**config.mk**
```make
export PLATFORM = sky130hd
export DESIGN_NAME = arcade_pause_ctrl
export DESIGN_NICKNAME = d
export VERILOG_FILES = /design/src/rtl/arcade_pause_ctrl.sv
export SDC_FILE = /design/constraint.sdc
export NUM_CORES = 1
export LEC_CHECK = 0
export ABC_AREA = 1
export BUFFER_PORTS_ARGS = -buffer_cell sky130_fd_sc_hd__buf_2
export CAP_MARGIN = 20
export CELL_PAD_IN_SITES_DETAIL_PLACEMENT = 1
export CELL_PAD_IN_SITES_GLOBAL_PLACEMENT = 2
export CORE_UTILIZATION = 35
export DETAILED_ROUTE_END_ITERATION = 16
export PLACE_DENSITY_LB_ADDON = 0.1
export SLEW_MARGIN = 40
export SYNTH_ARGS = -nofsm -noshare
export SYNTH_HDL_FRONTEND = slang
export SYNTH_SLANG_ARGS = --single-unit
```
**constraint.sdc**
```tcl
create_clock -name clk -period 1.85 [get_ports clk]
set_input_delay 0.0925 -clock clk [delete_from_list [all_inputs] [get_ports clk]]
set_output_delay 0.0925 -clock clk [all_outputs]
set_load 0.02 [all_outputs]
```
**src/rtl/arcade_pause_ctrl.sv**
```systemverilog
// -----------------------------------------------------------------------------
// arcade_pause_ctrl
//   Pause and screen-dim controller placed between a game core's RGB outputs
//   and the video output stage.
//   - The raw pause button is synchronised, debounced, and each accepted press
//     toggles the user-pause state.
//   - The user pause is ORed with NUM_REQ external level requests to form the
//     core pause line.
//   - After the user has been paused for DIM_TIMEOUT cycles, the picture fades
//     one right-shift step every FADE_FRAMES vblank rising edges until DIM_MAX,
//     then holds there. Unpausing (or clearing dim_en) restores full brightness
//     on the very next clock.
//
// Ports
//   clk          in   core clock, rising edge
//   RESET_L      in   asynchronous active-low reset
//   pause_btn    in   raw pause button level (asynchronous), 1 = pressed
//   pause_req    in   [NUM_REQ] external pause requests, level, clk-synchronous
//   dim_en       in   1 = dimming allowed
//   vblank       in   core vertical blank, clk-synchronous
//   rgb_in       in   [3*RGB_W] {R,G,B} from the core
//   rgb_out      out  [3*RGB_W] {R,G,B} after dimming (1-cycle latency)
//   pause_out    out  user pause OR any pause_req (registered)
//   user_paused  out  current user-toggle state
//   dim_level    out  shift applied to every colour channel
// -----------------------------------------------------------------------------
module arcade_pause_ctrl #(
    parameter int          RGB_W       = 4,
    parameter int          NUM_REQ     = 2,
    parameter logic [15:0] DEBOUNCE    = 16'd1000,
    parameter logic [31:0] DIM_TIMEOUT = 32'd500000000,
    parameter int          DIM_MAX     = 2,
    parameter int          FADE_FRAMES = 8,
    localparam int         DIM_W       = $clog2(DIM_MAX + 1),
    localparam int         FC_W        = $clog2(FADE_FRAMES + 1)
) (
    input  logic                 clk,
    input  logic                 RESET_L,
    input  logic                 pause_btn,
    input  logic [NUM_REQ-1:0]   pause_req,
    input  logic                 dim_en,
    input  logic                 vblank,
    input  logic [3*RGB_W-1:0]   rgb_in,
    output logic [3*RGB_W-1:0]   rgb_out,
    output logic                 pause_out,
    output logic                 user_paused,
    output logic [DIM_W-1:0]     dim_level
);

    typedef enum logic [1:0] {
        ST_RUN  = 2'd0,
        ST_WAIT = 2'd1,
        ST_FADE = 2'd2,
        ST_HOLD = 2'd3
    } dim_state_t;

    // ------------------------------------------------------------------
    // Button synchroniser and debouncer
    // ------------------------------------------------------------------
    logic        btn_meta_reg;
    logic        btn_sync_reg;
    logic        deb_level_reg;
    logic        deb_prev_reg;
    logic [15:0] deb_cnt_reg;
    logic        user_paused_reg;

    always_ff @(posedge clk or negedge RESET_L) begin
        if (!RESET_L) begin
            btn_meta_reg    <= 1'b0;
            btn_sync_reg    <= 1'b0;
            deb_level_reg   <= 1'b0;
            deb_prev_reg    <= 1'b0;
            deb_cnt_reg     <= '0;
            user_paused_reg <= 1'b0;
        end else begin
            btn_meta_reg <= pause_btn;
            btn_sync_reg <= btn_meta_reg;
            deb_prev_reg <= deb_level_reg;
            // The counter only runs while the synchronised level disagrees
            // with the accepted level; any agreement (a bounce) restarts it.
            if (btn_sync_reg != deb_level_reg) begin
                if (deb_cnt_reg == DEBOUNCE - 16'd1) begin
                    deb_level_reg <= btn_sync_reg;
                    deb_cnt_reg   <= '0;
                end else begin
                    deb_cnt_reg <= deb_cnt_reg + 16'd1;
                end
            end else begin
                deb_cnt_reg <= '0;
            end
            // Only a press (rising edge of the debounced level) toggles.
            if (deb_level_reg && !deb_prev_reg) begin
                user_paused_reg <= !user_paused_reg;
            end
        end
    end

    // ------------------------------------------------------------------
    // Core pause line
    // ------------------------------------------------------------------
    logic pause_out_reg;

    always_ff @(posedge clk or negedge RESET_L) begin
        if (!RESET_L) begin
            pause_out_reg <= 1'b0;
        end else begin
            pause_out_reg <= user_paused_reg | (|pause_req);
        end
    end

    // ------------------------------------------------------------------
    // Dim FSM
    // ------------------------------------------------------------------
    logic             vblank_prev_reg;
    logic             vblank_rise;
    dim_state_t       state_reg;
    logic [31:0]      timer_reg;
    logic [FC_W-1:0]  frame_cnt_reg;
    logic [DIM_W-1:0] dim_level_reg;

    assign vblank_rise = vblank & ~vblank_prev_reg;

    always_ff @(posedge clk or negedge RESET_L) begin
        if (!RESET_L) begin
            vblank_prev_reg <= 1'b0;
            state_reg       <= ST_RUN;
            timer_reg       <= '0;
            frame_cnt_reg   <= '0;
            dim_level_reg   <= '0;
        end else begin
            vblank_prev_reg <= vblank;
            if (!user_paused_reg || !dim_en) begin
                // Undim immediately; this also wins over a fade step due in
                // the same cycle.
                state_reg     <= ST_RUN;
                timer_reg     <= '0;
                frame_cnt_reg <= '0;
                dim_level_reg <= '0;
            end else begin
                case (state_reg)
                    ST_RUN: begin
                        timer_reg     <= '0;
                        dim_level_reg <= '0;
                        state_reg     <= ST_WAIT;
                    end
                    ST_WAIT: begin
                        if (timer_reg != 32'hFFFF_FFFF) begin
                            timer_reg <= timer_reg + 32'd1;
                        end
                        if (timer_reg == DIM_TIMEOUT - 32'd1) begin
                            state_reg     <= ST_FADE;
                            frame_cnt_reg <= '0;
                        end
                    end
                    ST_FADE: begin
                        if (vblank_rise) begin
                            if (frame_cnt_reg == FC_W'(FADE_FRAMES - 1)) begin
                                frame_cnt_reg <= '0;
                                dim_level_reg <= dim_level_reg + DIM_W'(1);
                                if (dim_level_reg == DIM_W'(DIM_MAX - 1)) begin
                                    state_reg <= ST_HOLD;
                                end
                            end else begin
                                frame_cnt_reg <= frame_cnt_reg + FC_W'(1);
                            end
                        end
                    end
                    ST_HOLD: begin
                        dim_level_reg <= DIM_W'(DIM_MAX);
                    end
                    default: begin
                        state_reg <= ST_RUN;
                    end
                endcase
            end
        end
    end

    // ------------------------------------------------------------------
    // Video path: per-channel logical right shift, registered
    // ------------------------------------------------------------------
    logic [3*RGB_W-1:0] rgb_next;
    logic [3*RGB_W-1:0] rgb_out_reg;

    genvar gi;
    generate
        for (gi = 0; gi < 3; gi++) begin : g_chan
            assign rgb_next[gi*RGB_W +: RGB_W] = rgb_in[gi*RGB_W +: RGB_W] >> dim_level_reg;
        end
    endgenerate

    always_ff @(posedge clk or negedge RESET_L) begin
        if (!RESET_L) begin
            rgb_out_reg <= '0;
        end else begin
            rgb_out_reg <= rgb_next;
        end
    end

    assign rgb_out     = rgb_out_reg;
    assign pause_out   = pause_out_reg;
    assign user_paused = user_paused_reg;
    assign dim_level   = dim_level_reg;

endmodule

```
### After elaboration in Yosys (flattened, before gate mapping)

Index checks and enable logic that the tools add are counted.

| storage, ports and cells | value |
|---|---|
| bits in registers | 75 |
| input bits | 19 |
| output and inout port bits | 16 |
| word-level logic and storage cells | 73 |

| operators by class | value |
|---|---|
| $add $sub $neg | 4 |
| eq/ne operators | 14 |
| shift-type cells | 3 |
| mux-type cells | 20 |
| bitwise operators | 3 |
| reductions and logical operators | 16 |

Operator list:

| operator | count |
|---|---|
| $mux 32 | 2 |
| $pmux 32 s2 | 1 |
| $add 32x1->32 const B | 1 |
| $eq 32x29->1 const B | 1 |
| $mux 16 | 2 |
| $ne 32x32->1 const B | 1 |
| $add 16x1->16 const B | 1 |
| $eq 16x10->1 const B | 1 |
| $mux 2 | 8 |
| $mux 4 | 4 |
| $ne 3x3->1 const B | 5 |
| $pmux 2 s3 | 2 |
| $shr 4x2->4 | 3 |
| $pmux 4 s2 | 1 |
| $reduce_bool 4->1 | 2 |
| $reduce_and 3->1 | 2 |
| $reduce_bool 3->1 | 2 |
| $reduce_and 5->1 | 1 |
| $add 4x1->4 const B | 1 |
| $eq 2x1->1 const B | 2 |
| $eq 2x2->1 const B | 2 |
| $eq 4x3->1 const B | 1 |
| $reduce_and 2->1 | 2 |
| $logic_not 1->1 | 3 |
| other kinds (9) | 9 |

### Depth between registers and ports, before layout

Gate-level depths: netlist of run 1.

| logic depth | value |
|---|---|
| depth in word-level cells | 6 |
| gate-level depth with buffers | 12 |
| gate-level depth less buffers | 12 |

### Least setup slack after synthesis of run 1

No wires, ideal clock.

| path | value |
|---|---|
| path kind | register to register |
| start | register timer_reg[0] |
| end | register timer_reg[26] |
| arrival time | 1534 ps |
| setup slack | 199 ps |
| stages on the path, launching flop included | 12 |
| buffers on the path | 1 |
| cell sequence | dfrtp_1 ha_1 nand2_1 nor2_2 nand2_2 nor2_4 nand3_4 nand2_1 inv_2 buf_6 nand2_1 nand2_1 |

| on the way | value |
|---|---|
| cells in the longest elaborated chain, start to end | 4 |

RTL lines:

| what | RTL line | RTL |
|---|---|---|
| start: declaration | 117 | `logic [31:0] timer_reg;` |
| start signal: assignment | 148 | `timer_reg <= timer_reg + 32'd1;` |
| $add 32x1->32 | 148 |  |
| $mux 32 | 147 | `if (timer_reg != 32'hFFFF_FFFF) begin` |
| $pmux 32 s2 | 140 | `case (state_reg)` |
| $mux 32 | 132 | `if (!user_paused_reg \|\| !dim_en) begin` |

Several ways; a longest one is shown, not always the timed one. The select of a mux whose other input is x is not followed.
A chain may end at the register's enable or synchronous reset.

### Worst setup path in the final report of run 1

| path | value |
|---|---|
| start | register timer_reg[24] |
| end | register timer_reg[9] |

| on the way | value |
|---|---|
| cells in the longest elaborated chain, start to end | 3 |

RTL lines:

| what | RTL line |
|---|---|
| $ne 32x32->1 | 147 |
| $ne 3x3->1 (no line) | n/a |
| $reduce_and 2->1 (no line) | n/a |

No other way between the ends.

==> tab_implementation.tex, run 1 <==
\begin{tabular}{lr}
\hline
Metric & Value \\
\hline
\multicolumn{2}{l}{\textbf{Run status}} \\
\quad Result of the run & complete, no violations \\
\multicolumn{2}{l}{\textbf{Timing}} \\
\quad Count of final hold-check violations & 0 \\
\quad Time the final worst path needs with I/O delays and setup & roughly 1.7 ns \\
\quad Upper clock frequency limit & between 500 and 600 MHz \\
\quad Worst clock skew & $\sim$0.0054 ns \\
\quad Max-slew headroom & 0.708 \\
\quad Period Utilization, post-route & 0.937 \\
\quad Transition time of the tightest slew-check pin & 0.436 ns \\
\quad Worst hold margin & about 0.012 ns \\
\quad Setup TNS Final & 0 ns \\
\quad Count of pins over their slew limit & 0 \\
\quad Setup violation total in the final timing report & 0 \\
\multicolumn{2}{l}{\textbf{Floorplan}} \\
\quad Starting density of the core & 0.363 \\
\quad Die width & roughly 110 µm \\
\quad Die span in y & approximately 110 µm \\
\quad Die Footprint & between 10000 and 15000 µm² \\
\quad Core area & 12100 µm² \\
\quad I/O pin cnt & 35 \\
\quad Site row count & 40 \\
\multicolumn{2}{l}{\textbf{Global routing}} \\
\quad Total routing usage reported by global routing & 0.216 \\
\quad Overall overflow remaining after global route & 0 \\
\quad Largest net degree at the start of global routing & 48 \\
\quad Via count of the first global-routing pass & approximately 4300 \\
\quad Initial antenna violation count & 0 \\
\quad Global-route wire length before repair & approximately 22000 µm \\
\multicolumn{2}{l}{\textbf{Finish}} \\
\quad Core utilization of the finished layout & 0.442 \\
\quad Number of flip-flops under the largest register name & 32 \\
\quad Syn-to-layout area delta & 21.8\% \\
\quad \# diodes & 0 \\
\quad Final cell count without fillers & between 800 and 900 \\
\quad Number of fill cells & roughly 1500 \\
\quad Proportion of layout cells with a drive suffix above 1 & 0.159 \\
\quad Net total in the final layout & between 600 and 700 \\
\multicolumn{2}{l}{\textbf{Place}} \\
\quad Placed cell count & 819 \\
\quad RD Place Congestion & 0.847 \\
\quad Detailed placer's ending HPWL & 9680 µm \\
\quad Port Buffers & 34 \\
\multicolumn{2}{l}{\textbf{Drt}} \\
\quad Routed length per instance & around 15 µm \\
\quad Routed via count divided by cell count & around 5.0 \\
\quad Number of remaining DRC errors & 0 \\
\quad Total wire length & 13000 µm \\
\quad Detailed Routing Iterations Pass 1 & 4 \\
\quad Vias post-DR & 4178 \\
\quad Count of routing violations after the opening detailed-route iteration & roughly 140 \\
\quad Post-route ant nets & 0 \\
\multicolumn{2}{l}{\textbf{Power}} \\
\quad Power, Total & around 0.0034 W \\
\quad Leakage power & between 2 and 2.5 nW \\
\quad Total power density per cell area & 643 nW/µm² \\
\quad Peak supply drop & 0.290 mV \\
\multicolumn{2}{l}{\textbf{Synth}} \\
\quad Simple-gate area share of the yosys netlist & 0.400 \\
\quad Count of unique library cells instantiated by Yosys & 36 \\
\quad Number of enable flip-flop cells after synthesis & 0 \\
\quad Area share of fa/ha/maj cells after synthesis & 0.0228 \\
\quad Netlist area before placement & 4390 µm² \\
\quad Main combinational cell family by area after synthesis & simple AND/OR/NAND/NOR gates \\
\quad Most frequently used flop master after synthesis & dfrtp\_1 \\
\quad Syn\_area\_per\_cell & between 7 and 8 µm² \\
\quad Nets in the synthesized netlist & between 600 and 700 \\
\quad Warning count from the yosys run & 0 \\
\quad Share of the synthesized netlist area taken by xor and xnor gates & 0.0359 \\
\quad Post-synthesis compound-gate area fraction & 0.0447 \\
\quad Sequential share of the synthesized area & 0.427 \\
\quad Synth async-reset ratio & 1.00 \\
\quad Post-synthesis mux area share & 0.00228 \\
\quad Cells after Synth & about 600 \\
\quad FF+latch count, synth & between 70 and 80 \\
\multicolumn{2}{l}{\textbf{Setup path}} \\
\quad Minimum setup slack among reg-to-reg paths & approximately 0.12 ns \\
\quad R2R depth & 8 \\
\quad Cell with the largest stage delay on the worst path & dfrtp\_1 \\
\quad Slowest stage delay, CP & between 0.4 and 0.5 ns \\
\quad Worst-path fanout max & 10 \\
\quad Endpoint required time on the critical path & $\sim$2.1 ns \\
\quad Endpoint arrival time on the critical path & roughly 2 ns \\
\quad Critical path start-end classification & reg2reg \\
\quad Worst flop-to-flop path startpoint & timer\_reg[24] \\
\quad Reg2Reg Capture Point & timer\_reg[9] \\
\quad Dominant cell type by count on the critical path & nand2\_1 \\
\quad CP cell instances & nand2\_1 > nor2\_1 > nor3b\_2 > nand3\_4 > nand2\_8 > clkbuf\_16 > nand3\_1 > nand2\_1 \\
\quad Worst Setup Start Kind & flip-flop \\
\quad Element type at the critical path end & flip-flop \\
\multicolumn{2}{l}{\textbf{Worst hold path}} \\
\quad Type of the worst min-delay path & in2reg \\
\quad Worst hold endpoint & rgb\_out[0] \\
\quad Hold-critical path depth & 3 \\
\quad Hold path start & rgb\_in[0] \\
\multicolumn{2}{l}{\textbf{Clock network}} \\
\quad Deepest clock path buffer count & 2 \\
\quad Clock latency of the later-clocked register in the worst-skew pair & approximately 0.34 ns \\
\quad H-tree lvl count & 3 \\
\quad Number of buffers added by the clock tree synthesis step & 9 \\
\quad CTS tree & built \\
\quad Clock root buffer & clkbuf\_16 \\
\quad Number of clock sinks & between 70 and 80 \\
\quad Clock input transition at the sequential cells of the worst setup and hold paths & $\sim$0.060 ns \\
\multicolumn{2}{l}{\textbf{Flow run}} \\
\quad Max-cap violation count & 0 \\
\hline
\end{tabular}
## cell families (layout without fill, tap and decap cells)
group,count (synthesis),in the layout
simple gates,399,399
xor+xnor,18,18
compound gates,34,34
buf+inv,70,140
flops,75,75
fa+ha+maj,8,8
mux,1,1
## repair_timing
item / 4_1_cts / 5_1_grt
endpoints found under the setup margin: 0 / 36
hold buffers: 6 / 0
gates resized for setup: 0 / 18
setup buffers: 0 / 1
endpoints found under the hold margin: 32 / 0
## per-layer routing
metal / global-route usage / routed length [µm] / vias up / share of wire
met3: 0.0276 / 187 / 14 / 0.014
met4: 0.0805 / 218 / 0 / 0.017
li1: - / - / 2091 / -
met1: 0.289 / 6330 / 2052 / 0.49
met2: 0.356 / 6310 / 21 / 0.48
met5: 0 / 0 / - / 0
## power breakdown
part / total (W) / switching [W] / leakage [nW] / internal [W]
clock network: 0.00163 / 0.000719 / 0.128 / 0.000908
registers: 0.00167 / 0.00000921 / 1.00 / 0.00166
logic: 0.000141 / 0.0000910 / 1.35 / 0.0000497
total: 0.00344 / 0.000819 / 2.48 / 0.00262
## placed cells by master, fill, tap and decap left out, drive strengths merged, types with 2 or more instances in the layout
cell type	netlist	routed
clkbuf	8	11
nor3	31	31
nor3b	3	3
clkinvlp	0	2
a22oi	4	4
nand2	199	199
a21oi	11	11
dfrtp	75	75
inv	55	55
ha	8	8
buf	5	60
dlygate4sd3	0	6
nor2	80	80
nand3	62	62
nand3b	6	6
or2	2	2
clkinv	2	6
xor2	17	17
o32ai	2	2
o21ai	13	13
nand4	12	12
nor4	4	4
## synthesized netlist by cell type (4+ instances only)
cell      number  area, µm²
a21oi_1       11       55.1
a22oi_1        4       30.0
buf_6          4       45.0
clkbuf_1       8       30.0
dfrtp_1       75       1880
ha_1           8        100
inv_1         48        180
inv_2          7       26.3
nand2_1      196        736
nand3_1       61        305
nand3b_1       6       45.0
nand4_1       12       75.1
nor2_1        77        289
nor3_1        27        135
nor3_2         4       40.0
nor4_1         4       25.0
o21ai_0       11       55.1
xor2_1        17        149
## critical path, delay by kind of cell (launching register included)
family	cells	cell delay [ns]
flops	1	0.44
buf+inv	1	0.17
simple gates	7	1.05
## how the worst max path moves through the flow
stage,startpoint,end,depth (start not counted)
global route,timer_reg[6],timer_reg[25],9
floorplan,timer_reg[0],timer_reg[26],11
global placement,state_reg[0],state_reg[1],10
finish,timer_reg[24],timer_reg[9],8
detailed placement,state_reg[0],dim_level[1],9
CTS,state_reg[0],dim_level[1],9
## final cells by class
class | instances | area [µm²] | share of cell area
Clock buffer | 10 | 229 | 0.0428
Clock inverter | 6 | 42.5 | 0.00796
Inverter | 57 | 216 | 0.0405
Multi-Input combinational cell | 460 | 2280 | 0.426
Sequential cell | 75 | 1880 | 0.351
Tap cell | 168 | 210 | 0.0393
Timing Repair Buffer | 67 | 490 | 0.0917
## stage by stage
step	setup slack, ns	cell area [µm²]
detailed placement	0.00924	4920
global placement	0.0538	4920
global route	-0.00476	5350
finish	0.117	5350
floorplan	0.199	4390
CTS	0.00156	5250
Power figures use the tool's default switching activity.
==> inputs of run 2 (changes only) <==
--- a/config.mk
+++ b/config.mk
@@ -9,8 +9,8 @@
 export BUFFER_PORTS_ARGS = -buffer_cell sky130_fd_sc_hd__buf_2
 export CAP_MARGIN = 20
 export CELL_PAD_IN_SITES_DETAIL_PLACEMENT = 1
-export CELL_PAD_IN_SITES_GLOBAL_PLACEMENT = 2
-export CORE_UTILIZATION = 35
+export CELL_PAD_IN_SITES_GLOBAL_PLACEMENT = 1
+export CORE_UTILIZATION = 44
 export DETAILED_ROUTE_END_ITERATION = 16
 export PLACE_DENSITY_LB_ADDON = 0.1
 export SLEW_MARGIN = 40
==> run 2 against run 1 <==
Net effect:
- non-clock buffer count increased by 1
- via count increased by 1.9%
- sequential power about the same
- die area decreased by 20%
- combinational power increased by 7%
- register-to-register slack got worse by 0.08 ns
- flip-flop and latch count unchanged
- fmax decreased by 4.7%
- wire length about the same
- hold slack improved by 0.0055 ns
- critical endpoint is now timer_reg[21]
- largest cell class unchanged
==> tab_implementation.tex, run 2 (synthesis results as in run 1) <==
\begin{tabular}{lr}
\hline
Metric & Value \\
\hline
\multicolumn{2}{l}{\textbf{Run status}} \\
\quad Result of the run & complete, no violations (unchanged) \\
\multicolumn{2}{l}{\textbf{Finish}} \\
\quad Net total in the final layout & 698 (was 697) \\
\quad Proportion of layout cells with a drive suffix above 1 & 0.167 (was 0.159) \\
\quad Most frequent cells in the layout & 194 x nand2\_1, 72 x nor2\_1, 71 x dfrtp\_1 (was 195 x nand2\_1, 73 x nor2\_1, 73 x dfrtp\_1) \\
\quad Most frequent standard cell in the layout excluding fill and tap cells & nand2\_1 (unchanged) \\
\quad Final non-filler cell area & 5280 µm² (was 5350 µm²) \\
\quad Number of flip-flops under the largest register name & 32 (unchanged) \\
\quad Number of fill cells & 1269 (was 1539) \\
\quad Syn-to-layout area delta & 20.3\% (was 21.8\%) \\
\quad \# diodes & 0 (unchanged) \\
\multicolumn{2}{l}{\textbf{Drt}} \\
\quad Number of remaining DRC errors & 0 (unchanged) \\
\quad Post-route ant nets & 0 (unchanged) \\
\quad Count of routing violations after the opening detailed-route iteration & 174 (was 139) \\
\quad Routed length per instance & 16.1 µm (was 15.5 µm) \\
\quad Detailed Routing Iterations Pass 1 & 4 (unchanged) \\
\quad Vias post-DR & 4258 (was 4178) \\
\quad Total wire length & 13000 µm (about the same) \\
\quad Routed via count divided by cell count & 5.26 (was 4.96) \\
\multicolumn{2}{l}{\textbf{Power}} \\
\quad Switching power & 0.000792 W (was 0.000819 W) \\
\quad Switching part of the total & 0.232 (was 0.238) \\
\quad Peak supply drop & 0.339 mV (was 0.290 mV) \\
\quad Total power density per cell area & 647 nW/µm² (was 643 nW/µm²) \\
\quad Proportion of power drawn by combinational gates & 0.044 (was 0.041) \\
\quad Part of the total power dissipated in the clock network & 0.467 (was 0.473) \\
\quad Leakage power & 2.49 nW (was 2.48 nW) \\
\quad Int Pwr & 0.00262 W (about the same) \\
\quad Sequential group share of total power & 0.488 (was 0.486) \\
\multicolumn{2}{l}{\textbf{Global routing}} \\
\quad Overall overflow remaining after global route & 0 (unchanged) \\
\quad Largest net degree at the start of global routing & 42 (was 48) \\
\quad Global-route wire length before repair & 21500 µm (was 21700 µm) \\
\quad Total routing usage reported by global routing & 0.270 (was 0.216) \\
\quad Via count of the first global-routing pass & 4428 (was 4312) \\
\quad Initial antenna violation count & 0 (unchanged) \\
\multicolumn{2}{l}{\textbf{Setup path}} \\
\quad Worst-path fanout max & 6 (was 10) \\
\quad R2R depth & 7 (was 8) \\
\quad Beginning of the critical path & timer\_reg[7] (was timer\_reg[24]) \\
\quad Slowest stage delay, CP & 0.48 ns (was 0.44 ns) \\
\quad Worst flop-to-flop path startpoint & timer\_reg[7] (was timer\_reg[24]) \\
\quad Worst Setup Start Kind & flip-flop (unchanged) \\
\quad Minimum setup slack among reg-to-reg paths & 0.03 ns (was 0.12 ns) \\
\quad CP cell instances & nand2\_1 > nor2\_1 > nand2\_1 > nor3\_1 > xor2\_1 > nand2\_1 > nand2\_1 (was nand2\_1 > nor2\_1 > nor3b\_2 > nand3\_4 > nand2\_8 > clkbuf\_16 > nand3\_1 > nand2\_1) \\
\quad Cell with the largest stage delay on the worst path & dfrtp\_1 (unchanged) \\
\quad Reg2Reg Capture Point & timer\_reg[21] (was timer\_reg[9]) \\
\quad Destination of the critical timing path & timer\_reg[21] (was timer\_reg[9]) \\
\quad Element type at the critical path end & flip-flop (unchanged) \\
\quad Endpoint arrival time on the critical path & 2.12 ns (was 2.01 ns) \\
\quad Endpoint required time on the critical path & 2.15 ns (was 2.13 ns) \\
\quad Dominant cell type by count on the critical path & nand2\_1 (unchanged) \\
\quad Critical path start-end classification & reg2reg (unchanged) \\
\multicolumn{2}{l}{\textbf{Floorplan}} \\
\quad Core area & 9730 µm² (was 12100 µm²) \\
\quad Starting density of the core & 0.451 (was 0.363) \\
\quad Die Footprint & 10400 µm² (was 13000 µm²) \\
\quad I/O pin cnt & 35 (unchanged) \\
\quad Die span in y & 102 µm (was 114 µm) \\
\quad Die width & 102 µm (was 114 µm) \\
\quad Site row count & 36 (was 40) \\
\multicolumn{2}{l}{\textbf{Clock network}} \\
\quad Deepest clock path buffer count & 2 (unchanged) \\
\quad Number of buffers added by the clock tree synthesis step & 9 (unchanged) \\
\quad CTS tree & built (unchanged) \\
\quad H-tree lvl count & 3 (unchanged) \\
\quad Clock latency of the later-clocked register in the worst-skew pair & 0.36 ns (was 0.34 ns) \\
\quad Clock root buffer & clkbuf\_8 (was clkbuf\_16) \\
\quad Clock input transition at the sequential cells of the worst setup and hold paths & 0.08 ns (was 0.06 ns) \\
\quad Number of clock sinks & 75 (unchanged) \\
\multicolumn{2}{l}{\textbf{Place}} \\
\quad RD Place Congestion & 0.917 (was 0.847) \\
\quad Post-Place Worst Slack & -0.110 ns (was 0.00924 ns) \\
\quad Detailed placer's ending HPWL & 9580 µm (was 9680 µm) \\
\quad Area post-placement & 4830 µm² (was 4920 µm²) \\
\quad Port Buffers & 34 (unchanged) \\
\multicolumn{2}{l}{\textbf{Timing}} \\
\quad Worst hold margin & 0.0170 ns (was 0.0115 ns) \\
\quad Setup TNS Final & 0 ns (unchanged) \\
\quad Setup violation total in the final timing report & 0 (unchanged) \\
\quad Count of pins over their slew limit & 0 (unchanged) \\
\quad Count of final hold-check violations & 0 (unchanged) \\
\quad Worst clock skew & 0.0104 ns (was 0.00540 ns) \\
\quad RSZ-0062 raised after global routing & true \\
\quad Time the final worst path needs with I/O delays and setup & 1.82 ns (was 1.73 ns) \\
\quad Post-route worst setup slack & 0.0321 ns (was 0.117 ns) \\
\quad Max-slew headroom & 0.635 (was 0.708) \\
\quad Transition time of the tightest slew-check pin & 0.547 ns (was 0.436 ns) \\
\quad Upper clock frequency limit & 550 MHz (was 577 MHz) \\
\quad Period Utilization, post-route & 0.983 (was 0.937) \\
\multicolumn{2}{l}{\textbf{Flow run}} \\
\quad Max-cap violation count & 0 (unchanged) \\
\multicolumn{2}{l}{\textbf{Worst hold path}} \\
\quad Type of the worst min-delay path & in2reg (unchanged) \\
\hline
\end{tabular}
==> run 2: changes by cell type in the layout (fill, tap and decap cells not counted), sizes merged <==
cell,previous run,this run
buf,60,58
clkinvlp,2,1
inv,55,58
dlygate4sd3,6,10
clkbuf,11,9
bufinv,0,3
clkinv,6,2
==> run 2: repair_timing <==
item | 4_1_cts | 5_1_grt
resized for setup | 2 | 23
hold buffers | 10 | 0
endpoints found under the setup margin | 2 | 40
hold endpoints to repair | 46 | 0
pin swaps | 0 | 2
buffers inserted | 0 | 3
==> run 2: layout make-up <==
type / count / area, µm² / share of cell area
clock buffer: 9 / 124 / 0.0235
clock inverter: 7 / 121 / 0.0230
inverter: 57 / 220 / 0.0417
timing repair buffer: 68 / 478 / 0.0905
sequential: 75 / 1880 / 0.356
multi-input combinational: 460 / 2290 / 0.434
tap: 133 / 166 / 0.0315
==> run 2: through the flow <==
| stage | std cells | utilization | power, W |
|---|---|---|---|
| floorplan | 605 | - | 0.00175 |
| global placement | 780 | 0.497 | 0.00183 |
| detailed placement | 780 | 0.497 | 0.00184 |
| CTS | 806 | 0.533 | 0.00345 |
| global route | 809 | 0.543 | 0.00355 |
| finish | 809 | 0.543 | 0.00342 |
==> run 2: how the worst min path moves through the flow <==
stage	start	to	slack [ns]	depth (start not counted)
after floorplan	RESET_L	btn_meta_reg	-0.20	0
after global placement	RESET_L	timer_reg[18]	0.12	1
after detailed placement	RESET_L	timer_reg[18]	0.12	1
after CTS	rgb_in[3]	rgb_out[3]	0.003	3
after global routing	rgb_in[3]	rgb_out[3]	0.01	3
final	rgb_in[10]	rgb_out[9]	0.02	3
==> run 2: power groups by stage <==
stage / sequential (W) / combinational [W] / clock [W]
finish: 0.00167 / 0.000151 / 0.00160
global route: 0.00167 / 0.000170 / 0.00171
CTS: 0.00167 / 0.000153 / 0.00163
detailed placement: 0.00170 / 0.000135 / 0
global placement: 0.00170 / 0.000129 / 0
floorplan: 0.00172 / 0.0000285 / 0
==> run 2: worst max-delay path, delay by kind of cell, from the launching register on <==
| family | cells | cell delay (ns) |
|---|---|---|
| flip-flops | 1 | 0.48 |
| XOR/XNOR | 1 | 0.21 |
| AND/OR/NAND/NOR | 6 | 1.06 |
==> run 2: layer usage <==
| layer | GRT usage | wire (µm) | vias to the layer above |
|---|---|---|---|
| met5 | 0 | 0 | - |
| met4 | 0.0780 | 146 | 0 |
| met3 | 0.0445 | 339 | 13 |
| met2 | 0.456 | 6460 | 54 |
| met1 | 0.357 | 6090 | 2102 |
| li1 | - | - | 2089 |
==> inputs of run 3 (changes only) <==
--- a/config.mk
+++ b/config.mk
@@ -5,12 +5,11 @@
 export SDC_FILE = /design/constraint.sdc
 export NUM_CORES = 1
 export LEC_CHECK = 0
-export ABC_AREA = 1
 export BUFFER_PORTS_ARGS = -buffer_cell sky130_fd_sc_hd__buf_2
 export CAP_MARGIN = 20
 export CELL_PAD_IN_SITES_DETAIL_PLACEMENT = 1
 export CELL_PAD_IN_SITES_GLOBAL_PLACEMENT = 1
-export CORE_UTILIZATION = 44
+export CORE_UTILIZATION = 46
 export DETAILED_ROUTE_END_ITERATION = 16
 export PLACE_DENSITY_LB_ADDON = 0.1
 export SLEW_MARGIN = 40
==> run 3 against run 2 <==
Net effect:
- worst setup slack worse by 0.40 ns
- power down 0.88%
- sequential share of layout area down 4.6 points
- critical endpoint is now timer_reg[7]
- the run now ends with negative setup slack left
- non-clock buffer count up 93
- synthesized cell count down 24%
- via count up 10%
- clock power down 3%
- flip-flop and latch count unchanged
- first-iteration DRC count up 39%
==> tab_implementation.tex, run 3 <==
\begin{tabular}{lr}
\hline
Metric & Value \\
\hline
\multicolumn{2}{l}{\textbf{Synth}} \\
\quad FF+latch count, synth & 75 (unchanged) \\
\quad Number of enable flip-flop cells after synthesis & 0 (unchanged) \\
\quad Dominant cells by area after synthesis & dfrtp\_1 45\%, nand2\_1 4.3\%, nor2\_1 3.9\% (was dfrtp\_1 43\%, nand2\_1 17\%, nand3\_1 7.0\%) \\
\quad Commonest cells in the netlist & 75 x dfrtp\_1, 48 x nand2\_1, 44 x nor2\_1, 32 x nand3\_1 (was 196 x nand2\_1, 77 x nor2\_1, 75 x dfrtp\_1, 61 x nand3\_1, 48 x inv\_1) \\
\quad Most frequently used flop master after synthesis & dfrtp\_1 (unchanged) \\
\quad Warning count from the yosys run & 0 (unchanged) \\
\quad Netlist area before placement & 4180 µm² (was 4390 µm²) \\
\quad Dominant cell by count in the synthesized netlist & dfrtp\_1 (was nand2\_1) \\
\quad Count of unique library cells instantiated by Yosys & 60 (was 36) \\
\quad Cell type with the largest total area after synthesis & dfrtp\_1 (unchanged) \\
\quad Syn\_area\_per\_cell & 9.13 µm² (was 7.26 µm²) \\
\quad Sequential share of the synthesized area & 0.449 (was 0.427) \\
\quad Synth async-reset ratio & 1.00 (unchanged) \\
\quad Area share of the largest cell type after synthesis & 0.449 (was 0.427) \\
\quad Nets in the synthesized netlist & 485 (was 632) \\
\quad Cells after Synth & 458 (was 605) \\
\multicolumn{2}{l}{\textbf{Finish}} \\
\quad Proportion of layout cells with a drive suffix above 1 & 0.393 (was 0.167) \\
\quad Number of flip-flops under the largest register name & 32 (unchanged) \\
\quad Most frequent cells in the layout & 102 x buf\_4, 70 x dfrtp\_1, 47 x nand2\_1 (was 194 x nand2\_1, 72 x nor2\_1, 71 x dfrtp\_1) \\
\quad Syn-to-layout area delta & 45.3\% (was 20.3\%) \\
\quad Most frequent standard cell in the layout excluding fill and tap cells & buf\_4 (was nand2\_1) \\
\quad Final non-filler cell area & 6080 µm² (was 5280 µm²) \\
\quad \# diodes & 0 (unchanged) \\
\quad Number of fill cells & 937 (was 1269) \\
\quad Net total in the final layout & 635 (was 698) \\
\multicolumn{2}{l}{\textbf{Global routing}} \\
\quad Overall overflow remaining after global route & 0 (unchanged) \\
\quad Total routing usage reported by global routing & 0.368 (was 0.270) \\
\quad Global-route wire length before repair & 26600 µm (was 21500 µm) \\
\quad Largest net degree at the start of global routing & 52 (was 42) \\
\quad Via count of the first global-routing pass & 4967 (was 4428) \\
\quad Initial antenna violation count & 0 (unchanged) \\
\multicolumn{2}{l}{\textbf{Drt}} \\
\quad Post-route ant nets & 0 (unchanged) \\
\quad Vias post-DR & 4697 (was 4258) \\
\quad Routed length per instance & 26.6 µm (was 16.1 µm) \\
\quad Detailed Routing Iterations Pass 1 & 4 (unchanged) \\
\quad Number of remaining DRC errors & 0 (unchanged) \\
\quad Routed via count divided by cell count & 6.51 (was 5.26) \\
\quad Total wire length & 19200 µm (was 13000 µm) \\
\quad Count of routing violations after the opening detailed-route iteration & 241 (was 174) \\
\multicolumn{2}{l}{\textbf{Floorplan}} \\
\quad Die width & 97.3 µm (was 102 µm) \\
\quad Die Footprint & 9480 µm² (was 10400 µm²) \\
\quad Site row count & 34 (was 36) \\
\quad Die span in y & 97.3 µm (was 102 µm) \\
\quad Core area & 8760 µm² (was 9730 µm²) \\
\quad I/O pin cnt & 35 (unchanged) \\
\quad Starting density of the core & 0.477 (was 0.451) \\
\multicolumn{2}{l}{\textbf{Timing}} \\
\quad Time the final worst path needs with I/O delays and setup & 2.22 ns (was 1.82 ns) \\
\quad Upper clock frequency limit & 451 MHz (was 550 MHz) \\
\quad Count of final hold-check violations & 0 (unchanged) \\
\quad Worst hold margin & 0.00254 ns (was 0.0170 ns) \\
\quad RSZ-0062 raised after global routing & true (unchanged) \\
\quad Post-route worst setup slack & -0.369 ns (was 0.0321 ns) \\
\quad Worst clock skew & 0.0173 ns (was 0.0104 ns) \\
\quad Count of pins over their slew limit & 0 (unchanged) \\
\quad Period Utilization, post-route & 1.20 (was 0.983) \\
\quad Max-slew headroom & 0.645 (was 0.635) \\
\quad Setup violation total in the final timing report & 38 (was 0) \\
\quad Transition time of the tightest slew-check pin & 0.528 ns (was 0.547 ns) \\
\multicolumn{2}{l}{\textbf{Run status}} \\
\quad Violations in the final reports & negative setup slack \\
\quad Result of the run & complete, but fails checks (was complete, no violations) \\
\multicolumn{2}{l}{\textbf{Setup path}} \\
\quad Endpoint arrival time on the critical path & 2.48 ns (was 2.12 ns) \\
\quad Worst Setup Start Kind & flip-flop (unchanged) \\
\quad Minimum setup slack among reg-to-reg paths & -0.37 ns (was 0.03 ns) \\
\quad Destination of the critical timing path & timer\_reg[7] (was timer\_reg[21]) \\
\quad Critical path start-end classification & reg2reg (unchanged) \\
\quad R2R depth & 6 (was 7) \\
\quad Worst flop-to-flop path startpoint & timer\_reg[13] (was timer\_reg[7]) \\
\quad Element type at the critical path end & flip-flop (unchanged) \\
\quad Worst-path fanout max & 5 (was 6) \\
\quad Beginning of the critical path & timer\_reg[13] (was timer\_reg[7]) \\
\quad Endpoint required time on the critical path & 2.11 ns (was 2.15 ns) \\
\quad Reg2Reg Capture Point & timer\_reg[7] (was timer\_reg[21]) \\
\multicolumn{2}{l}{\textbf{Power}} \\
\quad Switching part of the total & 0.260 (was 0.232) \\
\quad Switching power & 0.000881 W (was 0.000792 W) \\
\quad Proportion of power drawn by combinational gates & 0.047 (was 0.044) \\
\quad Int Pwr & 0.00250 W (was 0.00262 W) \\
\quad Peak supply drop & 0.560 mV (was 0.339 mV) \\
\quad Sequential group share of total power & 0.494 (was 0.488) \\
\quad Leakage power & 2.83 nW (was 2.49 nW) \\
\quad Total power density per cell area & 557 nW/µm² (was 647 nW/µm²) \\
\quad Part of the total power dissipated in the clock network & 0.459 (was 0.467) \\
\multicolumn{2}{l}{\textbf{Clock network}} \\
\quad Number of clock sinks & 75 (unchanged) \\
\quad Deepest clock path buffer count & 2 (unchanged) \\
\quad CTS tree & built (unchanged) \\
\quad Clock input transition at the sequential cells of the worst setup and hold paths & 0.10 ns (was 0.08 ns) \\
\quad H-tree lvl count & 3 (unchanged) \\
\quad Number of buffers added by the clock tree synthesis step & 9 (unchanged) \\
\quad Clock latency of the later-clocked register in the worst-skew pair & 0.38 ns (was 0.36 ns) \\
\quad Clock root buffer & clkbuf\_8 (unchanged) \\
\multicolumn{2}{l}{\textbf{Flow run}} \\
\quad Max-cap violation count & 0 (unchanged) \\
\multicolumn{2}{l}{\textbf{Worst hold path}} \\
\quad Type of the worst min-delay path & in2reg (unchanged) \\
\quad Hold path start & rgb\_in[6] (was rgb\_in[10]) \\
\quad Hold-critical path depth & 3 (unchanged) \\
\multicolumn{2}{l}{\textbf{Place}} \\
\quad Detailed placer's ending HPWL & 9810 µm (was 9580 µm) \\
\quad Area post-placement & 5190 µm² (was 4830 µm²) \\
\quad Port Buffers & 34 (unchanged) \\
\quad RD Place Congestion & 0.880 (was 0.917) \\
\hline
\end{tabular}
[run 3: how the worst min path moves through the flow]
| stage | end |
|---|---|
| 6_report | rgb_out[5] |
| 5_1_grt | rgb_out[5] |
| 4_1_cts | rgb_out[5] |
| 3_5_place_dp | timer_reg[22] |
| 3_3_place_gp | timer_reg[22] |
| 2_1_floorplan | btn_meta_reg |
[run 3: cell families (layout without fill, tap and decap cells)]
group | after synthesis | in the layout | synth area share
AND/OR/NAND/NOR | 224 | 225 | 0.281
AO/OA/AOI/OAI | 96 | 97 | 0.161
flip-flops | 75 | 75 | 0.449
buffers and inverters | 32 | 185 | 0.0338
XOR/XNOR | 15 | 15 | 0.0314
adder cells (fa/ha/maj) | 8 | 8 | 0.0239
multiplexers | 8 | 8 | 0.0197
[run 3: through the flow]
step	cells	util	total power [W]	TNS [ns]	setup WS (ns)
2_1_floorplan	458	-	0.00175	-1.27	-0.179
3_3_place_gp	672	0.592	0.00183	-4.06	-0.364
3_5_place_dp	672	0.592	0.00184	-5.46	-0.400
4_1_cts	710	0.668	0.00334	-3.70	-0.167
5_1_grt	721	0.693	0.00347	-10.58	-0.444
6_report	721	0.693	0.00339	-9.51	-0.369
[run 3: what timing repair did]
action | CTS | global route
pin swaps | 22 | 21
setup buffers | 12 | 10
gates resized for setup | 55 | 30
hold buffers | 9 | 0
setup endpoints to repair | 43 | 55
hold endpoints to repair | 31 | 0
gates cloned | 1 | 1
[run 3: metal layers]
layer | global-route usage | up-vias | wire length [µm]
met5 | 0 | - | 0
met4 | 0.202 | 0 | 1030
met3 | 0.0914 | 85 | 1190
met2 | 0.634 | 258 | 9570
met1 | 0.419 | 2368 | 7370
li1 | - | 1986 | -
[run 3: final cells by class]
type | count | area [µm²] | area share
Clock buffer | 9 | 124 | 0.0204
Clock inverter | 7 | 106 | 0.0175
Inverter | 8 | 30.0 | 0.00494
Multi-Input combinational cell | 353 | 2580 | 0.424
Sequential cell | 75 | 1880 | 0.310
Tap cell | 108 | 135 | 0.0222
Timing Repair Buffer | 161 | 1220 | 0.201
[run 3: worst max-delay path, cell delays in order (launching register included)]
cell	delay [ns]
dfrtp_1	0.44
nand4_1	0.18
or4_4	0.63
nor3_4	0.30
buf_4	0.18
nor2_2	0.08
a311oi_1	0.30
[run 3: power by group through the flow]
stage                     sequential [W]  combinational [W]  clock, W
after global routing             0.00167           0.000176   0.00162
after global placement           0.00170           0.000133         0
after floorplan                  0.00172          0.0000324         0
final                            0.00167           0.000160   0.00155
after detailed placement         0.00170           0.000138         0
after CTS                        0.00167           0.000153   0.00152
